[config.mk]
export PLATFORM = sky130hd
export DESIGN_NAME = secded_decode_seq
export DESIGN_NICKNAME = d
export VERILOG_FILES = /design/src/rtl/secded_decode_seq.sv
export SDC_FILE = /design/constraint.sdc
export NUM_CORES = 1
export LEC_CHECK = 0
export CORE_UTILIZATION = 55
export DETAILED_ROUTE_END_ITERATION = 10
export PLACE_DENSITY = 0.88
export SLEW_MARGIN = 25
export SYNTH_ARGS = -nofsm -noshare
export SYNTH_HDL_FRONTEND = slang
export SYNTH_SLANG_ARGS = --single-unit
[constraint.sdc]
create_clock -name clock -period 3 [get_ports clock]
set_input_delay 0.45 -clock clock [delete_from_list [all_inputs] [get_ports clock]]
set_output_delay 0.45 -clock clock [all_outputs]
set_load 0.02 [all_outputs]
[src/rtl/secded_decode_seq.sv]
// SECDED decode sequencer: reads Hamming(16,11) codewords from data memory, corrects or
// flags them, and writes 11-bit payload plus 2-bit error flag back to a destination area.
module secded_decode_seq #(
  parameter int unsigned NUM_WORDS = 15,
  parameter int unsigned SRC_BASE  = 30,
  parameter int unsigned DST_BASE  = 0,
  parameter int unsigned AW        = 8
) (
  input  logic          clock,
  input  logic          reset,
  input  logic          start,
  output logic          done,
  output logic          busy,
  output logic [AW-1:0] mem_addr,
  output logic          mem_we,
  output logic [7:0]    mem_wdata,
  input  logic [7:0]    mem_rdata,
  output logic [3:0]    single_cnt,
  output logic [3:0]    double_cnt
);

  localparam int unsigned IDX_W = 4;
  localparam int unsigned DAT_W = 11;
  localparam logic [AW-1:0]    SRC_A    = AW'(SRC_BASE);
  localparam logic [AW-1:0]    DST_A    = AW'(DST_BASE);
  localparam logic [IDX_W-1:0] LAST_IDX = IDX_W'(NUM_WORDS - 1);

  typedef enum logic [2:0] {
    S_IDLE,
    S_RD_LO,
    S_RD_HI,
    S_DEC,
    S_WR_LO,
    S_WR_HI,
    S_DONE
  } state_e;

  state_e             state_q, state_d;
  logic [IDX_W-1:0]   idx_q, idx_d;
  logic [7:0]         lo_q, lo_d;
  logic [7:0]         hi_q, hi_d;
  logic [DAT_W-1:0]   data_q, data_d;
  logic [1:0]         flag_q, flag_d;
  logic [3:0]         single_cnt_q, single_cnt_d;
  logic [3:0]         double_cnt_q, double_cnt_d;
  logic               done_q, done_d;
  logic               busy_q, busy_d;
  logic [AW-1:0]      mem_addr_q, mem_addr_d;
  logic               mem_we_q, mem_we_d;
  logic [7:0]         mem_wdata_q, mem_wdata_d;

  logic [15:0]        cw_c;
  logic [15:0]        fix_c;
  logic [3:0]         syn_c;
  logic               par_c;
  logic [1:0]         flag_c;
  logic [DAT_W-1:0]   data_c;

  // Byte address of the low (hi=0) or high (hi=1) half of word idx in an area.
  function automatic logic [AW-1:0] word_addr(input logic [AW-1:0] base,
                                              input logic [IDX_W-1:0] idx,
                                              input logic hi);
    return base + AW'({idx, 1'b0}) + AW'(hi);
  endfunction

  // Syndrome is the XOR of set-bit positions; overall parity separates single from double.
  always_comb begin
    cw_c  = {hi_q, lo_q};
    syn_c = '0;
    for (int k = 1; k < 16; k++) begin
      if (cw_c[k]) syn_c = syn_c ^ 4'(k);
    end
    par_c = ^cw_c;
    fix_c = cw_c;
    if (par_c) fix_c[syn_c] = ~cw_c[syn_c];
    if (par_c)              flag_c = 2'b01;
    else if (syn_c != 4'd0) flag_c = 2'b10;
    else                    flag_c = 2'b00;
    data_c = {fix_c[15:9], fix_c[7:5], fix_c[3]};
  end

  // Next-state and datapath; outputs are then decoded from the next state so they register.
  always_comb begin
    state_d      = state_q;
    idx_d        = idx_q;
    lo_d         = lo_q;
    hi_d         = hi_q;
    data_d       = data_q;
    flag_d       = flag_q;
    single_cnt_d = single_cnt_q;
    double_cnt_d = double_cnt_q;
    mem_addr_d   = mem_addr_q;
    mem_we_d     = 1'b0;
    mem_wdata_d  = mem_wdata_q;

    unique case (state_q)
      S_IDLE, S_DONE: begin
        if (start) begin
          state_d      = S_RD_LO;
          idx_d        = '0;
          single_cnt_d = '0;
          double_cnt_d = '0;
        end
      end
      S_RD_LO: begin
        lo_d    = mem_rdata;
        state_d = S_RD_HI;
      end
      S_RD_HI: begin
        hi_d    = mem_rdata;
        state_d = S_DEC;
      end
      S_DEC: begin
        data_d = data_c;
        flag_d = flag_c;
        if (flag_c == 2'b01) single_cnt_d = single_cnt_q + 4'd1;
        if (flag_c == 2'b10) double_cnt_d = double_cnt_q + 4'd1;
        state_d = S_WR_LO;
      end
      S_WR_LO: begin
        state_d = S_WR_HI;
      end
      S_WR_HI: begin
        if (idx_q == LAST_IDX) begin
          state_d = S_DONE;
        end else begin
          idx_d   = idx_q + 4'd1;
          state_d = S_RD_LO;
        end
      end
      default: state_d = S_IDLE;
    endcase

    unique case (state_d)
      S_RD_LO: mem_addr_d = word_addr(SRC_A, idx_d, 1'b0);
      S_RD_HI: mem_addr_d = word_addr(SRC_A, idx_d, 1'b1);
      S_WR_LO: begin
        mem_addr_d  = word_addr(DST_A, idx_d, 1'b0);
        mem_we_d    = 1'b1;
        mem_wdata_d = data_d[7:0];
      end
      S_WR_HI: begin
        mem_addr_d  = word_addr(DST_A, idx_d, 1'b1);
        mem_we_d    = 1'b1;
        mem_wdata_d = {flag_d, 3'b000, data_d[10:8]};
      end
      default: ;
    endcase

    busy_d = (state_d != S_IDLE) && (state_d != S_DONE);
    // done follows one cycle behind entry to DONE and clears as soon as a restart is taken.
    done_d = (state_q == S_DONE) && (state_d == S_DONE);
  end

  always_ff @(posedge clock) begin
    if (reset) begin
      state_q      <= S_IDLE;
      idx_q        <= '0;
      lo_q         <= '0;
      hi_q         <= '0;
      data_q       <= '0;
      flag_q       <= '0;
      single_cnt_q <= '0;
      double_cnt_q <= '0;
      done_q       <= 1'b0;
      busy_q       <= 1'b0;
      mem_addr_q   <= '0;
      mem_we_q     <= 1'b0;
      mem_wdata_q  <= '0;
    end else begin
      state_q      <= state_d;
      idx_q        <= idx_d;
      lo_q         <= lo_d;
      hi_q         <= hi_d;
      data_q       <= data_d;
      flag_q       <= flag_d;
      single_cnt_q <= single_cnt_d;
      double_cnt_q <= double_cnt_d;
      done_q       <= done_d;
      busy_q       <= busy_d;
      mem_addr_q   <= mem_addr_d;
      mem_we_q     <= mem_we_d;
      mem_wdata_q  <= mem_wdata_d;
    end
  end

  assign done       = done_q;
  assign busy       = busy_q;
  assign mem_addr   = mem_addr_q;
  assign mem_we     = mem_we_q;
  assign mem_wdata  = mem_wdata_q;
  assign single_cnt = single_cnt_q;
  assign double_cnt = double_cnt_q;

endmodule

# After elaboration in Yosys (flattened, before gate mapping)

Index checks and enable logic that the tools add are counted.

Register bits: 63
Word-level logic and storage cells: 107
Bits of input ports: 11

Magnitude comparators: 2
Reduce and logical (&&, ||, !) cells: 14
Bitwise logic cells: 15
Equality and inequality tests: 18
Mux-type cells: 39
Add/subtract/negate cells: 6

Operators by type and width:

| kind                                                                  | number |
|---|---|
| 4-bit 2-to-1 mux                                                      | 13 |
| 8-bit case mux with 4 select lines                                    | 1 |
| 4-bit case mux with 2 select lines                                    | 3 |
| 3-bit equality test, second input constant                            | 6 |
| 3-bit 2-to-1 mux                                                      | 6 |
| 3-bit case mux with 6 select lines                                    | 1 |
| 16-bit bitwise mux                                                    | 1 |
| 16-bit 2-to-1 mux                                                     | 1 |
| 8-bit case mux with 2 select lines                                    | 1 |
| 16-bit parity                                                         | 1 |
| 4-bit by 1-bit adder with 4-bit output, second input constant         | 3 |
| 2-bit NOT                                                             | 6 |
| 3-bit NOT                                                             | 4 |
| 11-bit 2-to-1 mux                                                     | 1 |
| 2-bit 2-to-1 mux                                                      | 5 |
| 3-bit by 2-bit equality test with 1-bit output, second input constant | 3 |
| 4-bit nonzero test                                                    | 2 |
| 6-bit by 1-bit adder with 7-bit output, second input constant         | 1 |
| 5-bit by 1-bit adder with 6-bit output, second input constant         | 1 |
| 5-bit by 5-bit adder with 6-bit output, first input constant          | 1 |
| 3-bit by 1-bit equality test with 1-bit output, second input constant | 2 |
| 2-bit != test, second input constant                                  | 3 |
| 3-bit AND reduction                                                   | 2 |
| 4-bit by 5-bit < comparator with 1-bit output, second input constant  | 1 |
| 16 further kinds                                                      | 25 |

# Depth between registers and ports, before layout

Depth after elaboration: 34
Depth in mapped cells: 10

# Least setup slack after synthesis

No wires, ideal clock.

Path kind: register to register
From: register hi_q[7]
To: register double_cnt_q[3], in the netlist double_cnt[3]
Path slack: 771 ps
Clock period less this slack: 2,229 ps
Stages on the path, launching flop included: 9
Data arrival time: 2,159 ps
Library setup time: 70 ps
Path buffers: 1
Cells stage by stage: dfxtp_1 -> buf_2 -> xnor2_1 -> xor2_2 -> xnor2_2 -> xor2_1 -> a31oi_2 -> or3_1 -> a21oi_1

Word-level cells in the longest chain between the ends: 7
Elaborated cells between the ends (all ways): 8
Classes of those cells: 2 x eq/ne; 3 x mux; 3 x reduce/logical

RTL lines:

| element                         | RTL line | RTL |
|---|---|---|
| from (decl)                     | 41       | `logic [7:0] hi_q, hi_d;` |
| from (signal assigned)          | 174      | `hi_q <= hi_d;` |
| 4-bit 2-to-1 mux                | 71       | `if (cw_c[k]) syn_c = syn_c ^ 4'(k);` |
| 4-bit nonzero test              | 77       | `else if (syn_c != 4'd0) flag_c = 2'b10;` |
| 2-bit 2-to-1 mux                | 77       |  |
| 2-bit 2-to-1 mux *              | 76       | `if (par_c) flag_c = 2'b01;` |
| 2-bit equality test *           | 117      | `if (flag_c == 2'b10) double_cnt_d = double_cnt_q + 4'd1;` |
| 2-bit != test (no line) *       | n/a      |  |
| 3-bit AND reduction (no line) * | n/a      |  |
| to (signal assigned)            | 178      | `double_cnt_q <= double_cnt_d;` |
| to (decl)                       | 45       | `logic [3:0] double_cnt_q, double_cnt_d;` |

Every way passes the cells marked *; elsewhere a longest branch is shown, timed or not.
A chain may end at the register's enable or synchronous reset.

# Worst setup path after layout

From: register hi_q[3]
To: register data_q[8]

Word-level cells in the longest chain between the ends: 16
Elaborated cells between the ends (all ways): 21
Classes of those cells: 2 x order compare; 12 x mux; 5 x bitwise; 2 x reduce/logical

RTL lines:

| element                                                                                                                               | RTL line | RTL |
|---|---|---|
| 4-bit 2-to-1 mux                                                                                                                      | 71       |  |
| 2-bit NOT (no line)                                                                                                                   | n/a      |  |
| 4-bit 2-to-1 mux                                                                                                                      | 71       |  |
| 3-bit NOT (no line)                                                                                                                   | n/a      |  |
| 4-bit 2-to-1 mux                                                                                                                      | 71       |  |
| 3-bit NOT (no line)                                                                                                                   | n/a      |  |
| 4-bit 2-to-1 mux                                                                                                                      | 71       |  |
| 4-bit NOT (no line)                                                                                                                   | n/a      |  |
| 4-bit 2-to-1 mux                                                                                                                      | 71       |  |
| 4-bit by 5-bit < comparator with 1-bit output (implied by the code) or 4-bit by 1-bit >= comparator with 1-bit output (tied branches) | 75       | `if (par_c) fix_c[syn_c] = ~cw_c[syn_c];` |
| 1-bit logical AND (implied by the code)                                                                                               | 75       |  |
| 1-bit 2-to-1 mux (implied by the code)                                                                                                | 75       |  |
| 1-bit demux with 4-bit select                                                                                                         | 75       |  |
| 16-bit bitwise mux                                                                                                                    | 75       |  |
| 16-bit 2-to-1 mux *                                                                                                                   | 75       |  |
| 11-bit 2-to-1 mux *                                                                                                                   | 96       | `unique case (state_q)` |
| to (signal assigned)                                                                                                                  | 175      | `data_q <= data_d;` |
| to (decl)                                                                                                                             | 42       | `logic [DAT_W-1:0] data_q, data_d;` |

Every way passes the cells marked *; elsewhere a longest branch is shown, timed or not. The select of a mux whose other input is x is not followed.

==> flow_metrics.env <==
export IMPL_wirelength_mm=7.28
export IMPL_synth_most_common_cell="nor2_1"
export IMPL_synth_top_cell_by_area="dfxtp_1"
export IMPL_reg2reg_slack_ns=0.40
export IMPL_drt_iter0_markers=262
export IMPL_core_um2=5570
export IMPL_first_pass_iters=5
export IMPL_grt_pass1_vias=2619
export IMPL_setup_tns_ns=0
export IMPL_via_count=2846
export IMPL_cts_htree_levels=2
export IMPL_cp_startpoint="hi_q[3]"
export IMPL_gp_congestion=0.981
export IMPL_cts_buffers=5
export IMPL_syn_to_final_growth_pct=14.7
export IMPL_finalSetupViolations=0
export IMPL_cp_start_kind="flip-flop"
export IMPL_fp_dieH_um=78.7
export IMPL_numPortBuffers=35
export IMPL_clk_latency_ns=0.30
export IMPL_final_min_clock_period_ns=2.60
export IMPL_fp_row_count=27
export IMPL_ys_ff_latch=53
export IMPL_synth_top_area_share_pct=32.8
export IMPL_reg2reg_depth=7
export IMPL_yosysSeqAreaShare_pct=32.8
export IMPL_netlist_top_cells_count="nor2_1, dfxtp_1, a21oi_1, xnor2_1, mux2i_1"
export IMPL_clk_path_buf_depth=2
export IMPL_drive_gt1_share_pct=8.03
export IMPL_viasPerCell=5.89
export IMPL_synth_edf_count=0
export IMPL_ys_warn_count=0
export IMPL_crit_required_ns=3.21
export IMPL_grt_ovfl_total=0
export IMPL_postRouteAntennaNets=0
export IMPL_skew_ns=0.00872
export IMPL_ios=38
export IMPL_end_kind="flip-flop"
export IMPL_die_area_um2=6190
export IMPL_hold_path_depth=2
export IMPL_worst_pin_slew_ns=0.698
export IMPL_post_cts_buffers=0
export IMPL_min_path_type="flip-flop to flip-flop"
export IMPL_ys_types=62
export IMPL_rsz0062_at_grt="no"
export IMPL_track_usage_pct=24.7
export IMPL_grt_pass1_wl_mm=12.1
export IMPL_worstPathCellList="xor2_2 -> xor2_2 -> xnor3_1 -> or3_1 -> o311ai_1 -> nand3_4 -> o32ai_1"
export IMPL_nets=426
export IMPL_cts_tree="built"
export IMPL_diodes=0
export IMPL_power_density_nw_per_um2=504
export IMPL_synth_area_leaders="dfxtp_1, nor2_1, mux2i_1, xnor2_1, a21oi_1"
export IMPL_final_area_um2=3710
export IMPL_slowest_stage="dfxtp_1"
export IMPL_cts_sinks=53
export IMPL_p_leak_nw=1.35
export IMPL_r2r_end="data_q[8]"
export IMPL_min_period_over_period_pct=86.8
export IMPL_antenna_found_initial=0
export IMPL_die_x_um=78.7
export IMPL_cpMostUsedCell="xor2_2"
export IMPL_grt_max_degree=40
export IMPL_placed_cell_area_um2=3610
export IMPL_cts_root_buffer="clkbuf_8"
export IMPL_syn_instance_count=384
export IMPL_async_reset_ff_share_pct=0
export IMPL_worst_path_largest_cell_delay_ns=0.57
export IMPL_slew_headroom_pct=53.5
export IMPL_cts_resized=0
export IMPL_status="finished, final reports clean"
export IMPL_fmax_mhz=384
export IMPL_worstSetupPathType="flip-flop to flip-flop"
export IMPL_cts_hold_buf=0
export IMPL_hold_viol=0
export IMPL_r2r_start="hi_q[3]"
export IMPL_drt_wirelength_per_cell_um=15.1
export IMPL_ir_drop_mv=0.397
export IMPL_slew_viol_final=0
export IMPL_drc=0
export IMPL_dp_hpwl_mm=5.49
export IMPL_synth_area_um2=3240
export IMPL_start_util_pct=58.0
export IMPL_crit_end="data_q[8]"
export IMPL_cts_clk_slew_worst_paths_ns=0.09
export IMPL_cp_data_arrival_time_ns=2.81
export IMPL_path_max_fanout=10
export IMPL_avgSynthCellArea_um2=8.43
export IMPL_synth_main_ff_cell="dfxtp_1"
export IMPL_maxCapViolCount=0
==> per-stage QoR <==
| step | hold slack (ns) | power, mW | utilization, % | setup slack [ns] | cells |
|---|---|---|---|---|---|
| final | 0.480 | 1.87 | 66.6 | 0.397 | 483 |
| after global routing | 0.502 | 1.97 | 66.6 | 0.200 | 483 |
| after CTS | 0.469 | 1.87 | 66.6 | 0.395 | 483 |
| after detailed placement | 0.453 | 1.46 | 64.8 | 0.354 | 475 |
| after global placement | 0.451 | 1.44 | 64.8 | 0.495 | 475 |
| after floorplan | 0.437 | 1.30 | - | 0.771 | 385 |
==> power breakdown <==
part           leakage [nW]  total (mW)  internal [mW]  switching (mW)
clock network        0.0512       0.417          0.187           0.229
registers             0.431       0.782          0.737          0.0445
logic                 0.864       0.671          0.272           0.399
==> metal layers <==
layer,global-route usage [%],vias to the layer above,share of wire (%)
met5,0,-,0
met4,9.81,0,2.1
met3,3.79,16,6.1
met2,39.0,127,46
met1,33.6,1299,46
li1,-,1404,-
==> flip-flops by register name, indices dropped and copies added (netlist names), 2 cells and up <==
name and flops:
data_q 3, double_cnt 4, flag_q 2, hi_q 8, idx_q 4, lo_q 8
mem_addr 6, mem_wdata 8, single_cnt 4, state_q 3
==> layout by cell type (no fill, tap or decap), types with 3 or more instances in the layout <==
cell / count
nand4_1: 7
buf_4: 8
o21ai_0: 12
nor3_1: 5
inv_1: 9
o21ai_1: 5
xnor2_1: 25
nand2b_1: 4
a22oi_1: 4
or3_1: 7
or2_2: 4
xor2_2: 4
ha_1: 5
a211oi_1: 5
nor4_1: 6
nor2b_1: 3
nand2_1: 13
clkdlybuf4s50_1: 35
xnor3_1: 3
a21oi_1: 29
o31ai_1: 3
nor2_1: 69
xor2_1: 7
a32oi_1: 3
dfxtp_1: 53
nand3_1: 9
clkbuf_8: 6
a31oi_1: 5
mux2i_1: 22
==> worst max-delay path, delay by kind of cell (launching register included) <==
kind	cells	cell delay (ns)
AOI/OAI and AO/OA	2	0.39
xor gates and xnor gates	3	1.03
and+or+nand+nor	2	0.52
DFF	1	0.57
==> worst min-delay path by stage <==
stage               from         to
6_report       flag_q[1]  flag_q[1]
3_5_place_dp   flag_q[1]  flag_q[1]
5_1_grt        flag_q[1]  flag_q[1]
4_1_cts        flag_q[1]  flag_q[1]
3_3_place_gp   flag_q[1]  flag_q[1]
2_1_floorplan  flag_q[1]  flag_q[1]
==> logic make-up after synthesis <==
family | count (synthesis) | share of synthesized area [%]
and+or+nand+nor | 139 | 21.0
AOI/OAI and AO/OA | 85 | 16.9
DFF | 53 | 32.8
xor gates and xnor gates | 42 | 14.5
buffers and inverters | 34 | 4.95
muxes | 24 | 7.50
adders and majority gates | 6 | 2.24
other | 1 | 0.116
==> area by class of cell <==
class	count	area, µm²
repair buffers	43	410
multi-input cells	298	2020
fillers	466	1860
clock inverters	2	13.8
clock buffers	6	82.6
inverters	9	33.8
flip-flops and latches	53	1060
well taps	72	90.1
(Power assumes the default switching activity.)
